## src/rtl/arm_pkg.sv

```systemverilog
// Shared ISA constants for the execute-stage condition logic:
// condition-field encodings, FlagWrite bit positions and NZCV bit indices.
package arm_pkg;

    // Condition field encodings (instruction bits 31:28)
    localparam logic [3:0] COND_EQ = 4'b0000;
    localparam logic [3:0] COND_NE = 4'b0001;
    localparam logic [3:0] COND_CS = 4'b0010;
    localparam logic [3:0] COND_CC = 4'b0011;
    localparam logic [3:0] COND_MI = 4'b0100;
    localparam logic [3:0] COND_PL = 4'b0101;
    localparam logic [3:0] COND_VS = 4'b0110;
    localparam logic [3:0] COND_VC = 4'b0111;
    localparam logic [3:0] COND_HI = 4'b1000;
    localparam logic [3:0] COND_LS = 4'b1001;
    localparam logic [3:0] COND_GE = 4'b1010;
    localparam logic [3:0] COND_LT = 4'b1011;
    localparam logic [3:0] COND_GT = 4'b1100;
    localparam logic [3:0] COND_LE = 4'b1101;
    localparam logic [3:0] COND_AL = 4'b1110;
    localparam logic [3:0] COND_NV = 4'b1111;

    // FlagWrite request bits
    localparam int FW_NZ = 1;
    localparam int FW_CV = 0;

    // Bit positions inside the {N,Z,C,V} flag vector
    localparam int FLAG_N = 3;
    localparam int FLAG_Z = 2;
    localparam int FLAG_C = 1;
    localparam int FLAG_V = 0;

endpackage

```

## src/rtl/cond_check.sv

```systemverilog
// Pure combinational evaluation of a 4-bit condition field against NZCV.
// Shared with the branch predictor and the verification model.
module cond_check
    import arm_pkg::*;
(
    input  logic [3:0] Cond,
    input  logic [3:0] Flags,
    output logic       CondEx
);

    logic n_flag;
    logic z_flag;
    logic c_flag;
    logic v_flag;
    logic ge_flag;

    assign n_flag  = Flags[FLAG_N];
    assign z_flag  = Flags[FLAG_Z];
    assign c_flag  = Flags[FLAG_C];
    assign v_flag  = Flags[FLAG_V];
    // Signed greater-or-equal: N and V agree
    assign ge_flag = (n_flag == v_flag);

    // Decode the condition field into a single pass/fail bit
    always_comb begin
        CondEx = 1'b0;
        case (Cond)
            COND_EQ: CondEx = z_flag;
            COND_NE: CondEx = ~z_flag;
            COND_CS: CondEx = c_flag;
            COND_CC: CondEx = ~c_flag;
            COND_MI: CondEx = n_flag;
            COND_PL: CondEx = ~n_flag;
            COND_VS: CondEx = v_flag;
            COND_VC: CondEx = ~v_flag;
            COND_HI: CondEx = c_flag & ~z_flag;
            COND_LS: CondEx = ~c_flag | z_flag;
            COND_GE: CondEx = ge_flag;
            COND_LT: CondEx = ~ge_flag;
            COND_GT: CondEx = ~z_flag & ge_flag;
            COND_LE: CondEx = z_flag | ~ge_flag;
            COND_AL: CondEx = 1'b1;
            COND_NV: CondEx = 1'b0;
            default: CondEx = 1'b0;
        endcase
    end

endmodule

```

## src/rtl/cond_unit.sv

```systemverilog
// Execute-stage condition unit: owns the architectural NZCV register,
// gates instruction side effects on the condition result, and loads
// flags from the ALU when a passing, non-stalled instruction asks for it.
module cond_unit
    import arm_pkg::*;
(
    input  logic       CLK,
    input  logic       Reset,
    input  logic       ValidE,
    input  logic       StallE,
    input  logic [3:0] CondE,
    input  logic [1:0] FlagWriteE,
    input  logic [3:0] ALUFlags,
    input  logic       PCSrcE,
    input  logic       RegWriteE,
    input  logic       MemWriteE,
    output logic       PCSrcCond,
    output logic       RegWriteCond,
    output logic       MemWriteCond,
    output logic       CondExE,
    output logic [3:0] Flags
);

    logic [3:0] flags_q;
    logic       cond_pass;
    logic       flag_load;

    // Condition is judged on the registered flags only; ALUFlags never
    // reaches an output combinationally.
    cond_check u_cond_check (
        .Cond   (CondE),
        .Flags  (flags_q),
        .CondEx (cond_pass)
    );

    assign CondExE      = ValidE & cond_pass;
    assign PCSrcCond    = PCSrcE & CondExE;
    assign RegWriteCond = RegWriteE & CondExE;
    assign MemWriteCond = MemWriteE & CondExE;
    assign Flags        = flags_q;

    // A held instruction keeps re-evaluating but only commits once released
    assign flag_load = CondExE & ~StallE;

    // NZ and CV halves load independently so logical ops keep C and V
    always_ff @(posedge CLK or posedge Reset) begin
        if (Reset) begin
            flags_q <= 4'b0000;
        end else if (flag_load) begin
            if (FlagWriteE[FW_NZ]) begin
                flags_q[FLAG_N:FLAG_Z] <= ALUFlags[FLAG_N:FLAG_Z];
            end
            if (FlagWriteE[FW_CV]) begin
                flags_q[FLAG_C:FLAG_V] <= ALUFlags[FLAG_C:FLAG_V];
            end
        end
    end

endmodule
```

## config.mk

```make
export PLATFORM = sky130hd
export DESIGN_NAME = cond_unit
export DESIGN_NICKNAME = d
export VERILOG_FILES = /design/src/rtl/arm_pkg.sv /design/src/rtl/cond_check.sv /design/src/rtl/cond_unit.sv
export SDC_FILE = /design/constraint.sdc
export NUM_CORES = 1
export LEC_CHECK = 0
export CAP_MARGIN = 0
export CORE_AREA = 2 2 39 41
export DETAILED_ROUTE_END_ITERATION = 12
export DIE_AREA = 0 0 41 43
export PLACE_DENSITY = 0.66
export SKIP_LAST_GASP = 1
export SLEW_MARGIN = 20
export SYNTH_ARGS = -nofsm -noshare
export SYNTH_HDL_FRONTEND = slang
export SYNTH_HIERARCHICAL = 1
export SYNTH_SLANG_ARGS = --single-unit
```

## constraint.sdc

```tcl
create_clock -name CLK -period 2.05 [get_ports CLK]
set_input_delay 0.3075 -clock CLK [delete_from_list [all_inputs] [get_ports CLK]]
set_output_delay 0.3075 -clock CLK [all_outputs]
set_load 0.1 [all_outputs]
```

==> results.json, run 1 <==
{
  "ys_seq_area_share_pct": 28.47,
  "crit_type": "reg -> out",
  "grt_pass1_wl_mm": 1.676,
  "crit_slowest_cell": "dfrtp_4",
  "layout-drive-gt1-share_pct": 47.95,
  "rows": 14,
  "fin_crit_sh_pct": 117.3,
  "port_buffers": 24,
  "hold_ws_ns": 0.2524,
  "cp_data_arrival_time_ns": 2.10,
  "crit_fanout": 5,
  "syn_inst": 38,
  "largest_reg_flops": 4,
  "design.core.area_um2": 1384,
  "yosysWarnings": 6,
  "tightestPinTransition_ns": 0.3880,
  "routed_via_density": 4.775,
  "ios": 25,
  "violations": "setup timing",
  "drc": 0,
  "slew_headroom_pct": 73.77,
  "die-height_um": 43,
  "gp_congestion": 0.7420,
  "netlist_area_um2": 351.6,
  "skew_ns": 0.002911,
  "wl_met3_um": 42,
  "hold_viol": 0,
  "cts_htree_levels": 1,
  "p_per_area_nw_per_um2": 1493,
  "antenna_found_initial": 0,
  "drt-initial-drc-count": 1,
  "multi_input_comb_area_um2": 274.0,
  "clkTransAtPathRegs_ns": 0.04,
  "die_x_um": 41,
  "cts_tree": "done",
  "cts_max_path_buffers": 2,
  "end_kind": "output port",
  "drt-met1-wl_um": 362,
  "start_util_pct": 25.41,
  "cap_viol_max_count": 0,
  "dr.pass1.iters": 2,
  "ir_drop_v": 0.001456,
  "clk_latency_ns": 0.23,
  "synthesis.nets": 55,
  "timing.fmax_mhz": 415.8,
  "grt_max_degree": 7,
  "grt_overflow_total": 0,
  "dr_total_vias": 425,
  "met2_wirelength_um": 527,
  "p_leak_nw": 0.3386,
  "crit_chain": "xor2_2 > xor2_1 > a2111oi_1 > a311oi_1 > o22ai_2 > and3_4 > buf_12",
  "setup_slack_ns": -0.3549,
  "fin_tns_setup_ns": -2.138,
  "n_antenna_cell": 0,
  "fill_cells": 127,
  "clockRootBuffer": "clkbuf_4",
  "synthDistinctLibCells": 23,
  "hold_path_class": "in -> async",
  "routed_wl_um": 961,
  "place_hpwl_um": 813.4,
  "rsz0062_at_grt": "yes",
  "fp.dieArea_um2": 1763,
  "period_needed_ns": 2.405,
  "holdBufCountCts": 0,
  "synth-seq-cells": 4,
  "cts.sinks": 4,
  "grt_pass1_vias": 439,
  "top_layer_used": "met4",
  "synth_area_per_cell_um2": 9.252,
  "layout.nets": 92,
  "regArea_um2": 110.1,
  "grt_util_all_layers_pct": 14.43,
  "routedWlPerCell_um": 10.80,
  "ant_nets": 0,
  "cp.required_ns": 1.74,
  "status": "finished, violations left",
  "max_stage_delay_ns": 0.47,
  "cp-start-kind": "flip-flop",
  "cts_buffers": 3,
  "syn2layout_area_growth_pct": 121.4,
  "setup_violations": 8,
  "drv_slew": 0
}
==> power breakdown <==
part / internal (mW) / leakage, nW / switching [mW] / total, mW
registers: 0.136 / 0.0436 / 0.0427 / 0.179
logic: 0.335 / 0.281 / 0.553 / 0.888
clock network: 0.0652 / 0.0138 / 0.0294 / 0.0946
==> layout by cell type (no fill, tap or decap), drive strengths merged, types with 2 or more instances in the layout <==
cell type,synthesis,layout
nand4b,2,2
mux2,4,4
dfrtp,4,4
and3,3,3
nor2,2,2
a21oi,3,3
clkbuf,1,3
xor2,3,3
inv,2,2
clkdlybuf4s50,0,15
buf,1,18
==> worst paths after layout <==
kind	start	end	slack, ns	cells after the start
max reg2reg	Flags[3]	Flags[2]	-0.21	8
min in group CLK	Flags[1]	Flags[1]	0.59	1
min reg2reg	Flags[1]	Flags[1]	0.59	1
max in group asynchronous	Reset	Flags[3]	1.63	2
max	Flags[3]	MemWriteCond	-0.35	7
min	Reset	Flags[0]	0.25	2
==> critical path: cells and delay by family (launching register included) <==
family                    cells  cell delay (ns)
xor gates and xnor gates      2             0.33
DFF                           1             0.47
AOI/OAI and AO/OA             3             0.65
and+or+nand+nor               1             0.24
buffers and inverters         1             0.17
==> cell families (layout without fill, tap and decap cells) <==
kind of cell | Yosys count | count (layout) | share of synthesized area, %
simple gates | 12 | 12 | 23.14
compound gates | 9 | 9 | 17.44
mux | 5 | 5 | 15.66
xor+xnor | 4 | 4 | 9.966
flops | 4 | 4 | 28.47
buf+inv | 4 | 39 | 5.339
==> layer usage <==
layer	up-vias	GRT usage, %
met2	14	21.56
met3	4	3.141
met1	193	16.34
li1	214	-
met4	0	12.00
met5	-	0
==> cell type report <==
cell class / count / share of cell area, %
Multi-Input combinational cell: 30 / 35.21
Inverter: 2 / 0.9646
Clock buffer: 3 / 2.894
Tap cell: 16 / 2.572
Sequential cell: 4 / 14.15
Timing Repair Buffer: 34 / 44.21
==> through the flow <==
step | setup WS [ns] | area, µm² | total power [mW] | util, % | std cells
floorplan | -0.2976 | 387.9 | 0.7525 | - | 38
global placement | -0.4562 | 734.5 | 1.019 | 53.07 | 85
detailed placement | -0.4739 | 734.5 | 1.026 | 53.07 | 85
CTS | -0.3624 | 770.7 | 1.153 | 55.70 | 89
global route | -0.4842 | 778.2 | 1.233 | 56.24 | 89
finish | -0.3549 | 778.2 | 1.162 | 56.24 | 89
==> cell usage after synthesis <==
| cell | n | area share, % |
|---|---|---|
| o21ai_0 | 1 | 1.4 |
| nor4b_1 | 1 | 2.5 |
| xnor2_1 | 1 | 2.5 |
| nor3_1 | 1 | 1.4 |
| and3_2 | 3 | 6.4 |
| a211oi_1 | 1 | 2.1 |
| buf_4 | 1 | 2.1 |
| dfrtp_1 | 4 | 28 |
| nand2b_1 | 1 | 1.8 |
| nand4b_1 | 2 | 5.0 |
| clkbuf_1 | 1 | 1.1 |
| mux2_1 | 4 | 13 |
| o22a_1 | 1 | 2.5 |
| a21oi_1 | 3 | 4.3 |
| nor2b_1 | 1 | 1.8 |
| xor2_1 | 3 | 7.5 |
| and2_2 | 1 | 2.1 |
| a2111oi_1 | 1 | 2.8 |
| inv_1 | 2 | 2.1 |
| mux2i_1 | 1 | 2.8 |
| o22ai_1 | 1 | 1.8 |
| a311oi_1 | 1 | 2.5 |
| nor2_1 | 2 | 2.1 |
==> repair_timing <==
item,4_1_cts,5_1_grt
endpoints found under the setup margin,8,8
setup buffers,1,1
gates resized for setup,3,2
pin swaps,7,0
No activity file was read; power rests on OpenSTA's default activity.
==> run 2: changes to the inputs <==
- GPL_TIMING_DRIVEN: default -> 0
==> results.json, run 2 (synthesized netlist as in run 1, its figures left out) <==
{
  "status": "finished, violations left",
  "violations": "setup timing",
  "period_needed_ns": 2.413,
  "syn2layout_area_growth_pct": 107.1,
  "end_kind": "output port",
  "r2r-start": "Flags[3]",
  "rr_worst_depth": 8,
  "fin_crit_sh_pct": 117.7,
  "routed_wl_um": 938,
  "fill_cells": 129,
  "routedWlPerCell_um": 11.44,
  "grt_pass1_wl_mm": 1.614,
  "cts_tree": "done",
  "layout.nets": 85,
  "grt_util_all_layers_pct": 12.92,
  "hold_viol": 0,
  "start_util_pct": 25.41,
  "pwr-share-seq_pct": 17.1,
  "grt_pass1_vias": 404,
  "antenna_found_initial": 0,
  "cp_data_arrival_time_ns": 2.11,
  "holdBufCountCts": 0,
  "crit_type": "reg -> out",
  "clockRootBuffer": "clkbuf_4",
  "final_cell_mix": "clkdlybuf4s50_1, mux2_4, buf_12, dlygate4sd2_1, buf_4",
  "cp_num_buf_inv": 1,
  "n_antenna_cell": 0,
  "largest_reg_flops": 4,
  "total_power_mw": 1.100,
  "clock_power_share_pct": 8.5,
  "rsz0062_at_grt": "yes",
  "layout-drive-gt1-share_pct": 39.39,
  "cap_viol_max_count": 0,
  "r2r-end": "Flags[2]",
  "grt_max_degree": 9,
  "setup_slack_ns": -0.3632,
  "crit_family": "compound AO/OA/AOI/OAI gates",
  "skew_ns": 0.00001815,
  "die-height_um": 43,
  "fin_util_pct": 52.62,
  "place_hpwl_um": 744.4,
  "setup_violations": 8,
  "max_stage_delay_ns": 0.48,
  "cts_htree_levels": 1,
  "ios": 25,
  "fin_tns_setup_ns": -2.204,
  "clkTransAtPathRegs_ns": 0.03,
  "routed_via_density": 4.805,
  "place_ws_ns": -1.202,
  "grt_overflow_total": 0,
  "p_sw_share_pct": 56.11,
  "tightestPinTransition_ns": 0.9573,
  "cts_max_path_buffers": 2,
  "cts.sinks": 4,
  "p_switching_mw": 0.6173,
  "hold_path_class": "in -> async",
  "cp-start-kind": "flip-flop",
  "drt-initial-drc-count": 1,
  "clk_latency_ns": 0.23,
  "port_buffers": 22,
  "dr.pass1.iters": 4,
  "fp.dieArea_um2": 1763,
  "slew_headroom_pct": 36.43,
  "rows": 14,
  "dr_total_vias": 394,
  "p_comb_share_pct": 74.5,
  "p_leak_nw": 0.3048,
  "drv_slew": 0,
  "final_common_cell": "clkdlybuf4s50_1",
  "crit_chain": "xor2_2 > xor2_1 > a2111oi_2 > a311oi_1 > o22ai_2 > and3_4 > buf_12",
  "design.core.area_um2": 1384,
  "crit_fanout": 5,
  "cp.required_ns": 1.74,
  "p_per_area_nw_per_um2": 1511,
  "cts_buffers": 3,
  "crit_slowest_cell": "dfrtp_4",
  "die_x_um": 41,
  "hold_ws_ns": 0.2585,
  "ir_drop_v": 0.001185,
  "drc": 0,
  "internal_power_mw": 0.4829,
  "gp_congestion": 0.6087,
  "timing.fmax_mhz": 414.4,
  "ant_nets": 0,
  "reg2reg_slack_ns": -0.21
}
==> run 2: cell count changes in the layout (fill, tap and decap cells not counted) <==
| cell | previous run | this run |
|---|---|---|
| clkdlybuf4s50_1 | 15 | 14 |
| clkbuf_1 | 0 | 1 |
| a2111oi_2 | 0 | 1 |
| buf_4 | 14 | 4 |
| dlygate4sd2_1 | 1 | 4 |
| a2111oi_1 | 1 | 0 |
==> run 2: final cells by class <==
cell class	count	area [µm²]	area share, %
multi-input cells	30	279.0	38.32
repair buffers	25	277.8	38.14
flip-flops and latches	4	110.1	15.12
clock buffers	3	22.52	3.093
well taps	16	20.02	2.749
plain buffers	2	11.26	1.546
inverters	2	7.507	1.031
==> run 2: through the flow <==
step | area, µm² | cells
CTS | 724.4 | 82
finish | 728.2 | 82
global route | 728.2 | 82
global placement | 628.1 | 76
floorplan | 387.9 | 38
detailed placement | 628.1 | 76
==> run 2: worst reg2reg max path, stage by stage (launching register included) <==
cell and delay, ns:
dfrtp_4 0.48, xor2_2 0.20, xor2_1 0.16, a2111oi_2 0.30, a311oi_1 0.09, o22ai_2 0.24
buf_4 0.16, nand4b_1 0.17, mux2_4 0.34
==> run 2: worst max path at each step <==
stage                   from           end  cells past startpoint
global placement    CondE[3]     PCSrcCond                      7
finish              Flags[3]  MemWriteCond                      7
floorplan           Flags[0]  MemWriteCond                      6
CTS                 Flags[3]  MemWriteCond                      7
detailed placement  CondE[3]  MemWriteCond                      7
global route        Flags[3]  MemWriteCond                      7
==> run 2: timing repair <==
item | in CTS | in global routing
gates resized for setup | 44 | 1
pin swaps | 7 | 5
buffers inserted | 3 | 0
endpoints found under the setup margin | 12 | 8
endpoints found under the hold margin | 0 | 0
==> run 2: power groups by stage <==
stage | clock [mW] | combinational, mW | sequential (mW)
floorplan | 0 | 0.268 | 0.485
global placement | 0 | 0.720 | 0.200
detailed placement | 0 | 0.721 | 0.200
CTS | 0.0989 | 0.812 | 0.187
global route | 0.101 | 0.860 | 0.197
finish | 0.0930 | 0.819 | 0.188
==> run 2: layer usage <==
metal | share of wire [%] | track usage (%) | up-vias | wire length (µm)
li1 | - | - | 196 | -
met1 | 45 | 17.32 | 184 | 421
met2 | 49 | 20.63 | 14 | 464
met3 | 5.4 | 1.571 | 0 | 51
met4 | 0 | 4.000 | 0 | 0
met5 | 0 | 0 | - | 0
==> run 3: changes to the inputs <==
- ABC_CLOCK_PERIOD_IN_PS: default -> 2050
- CTS_CLUSTER_DIAMETER: default -> 100
==> results of run 3 <==
The final DEF is identical to that of run 2; final timing and power are the same.
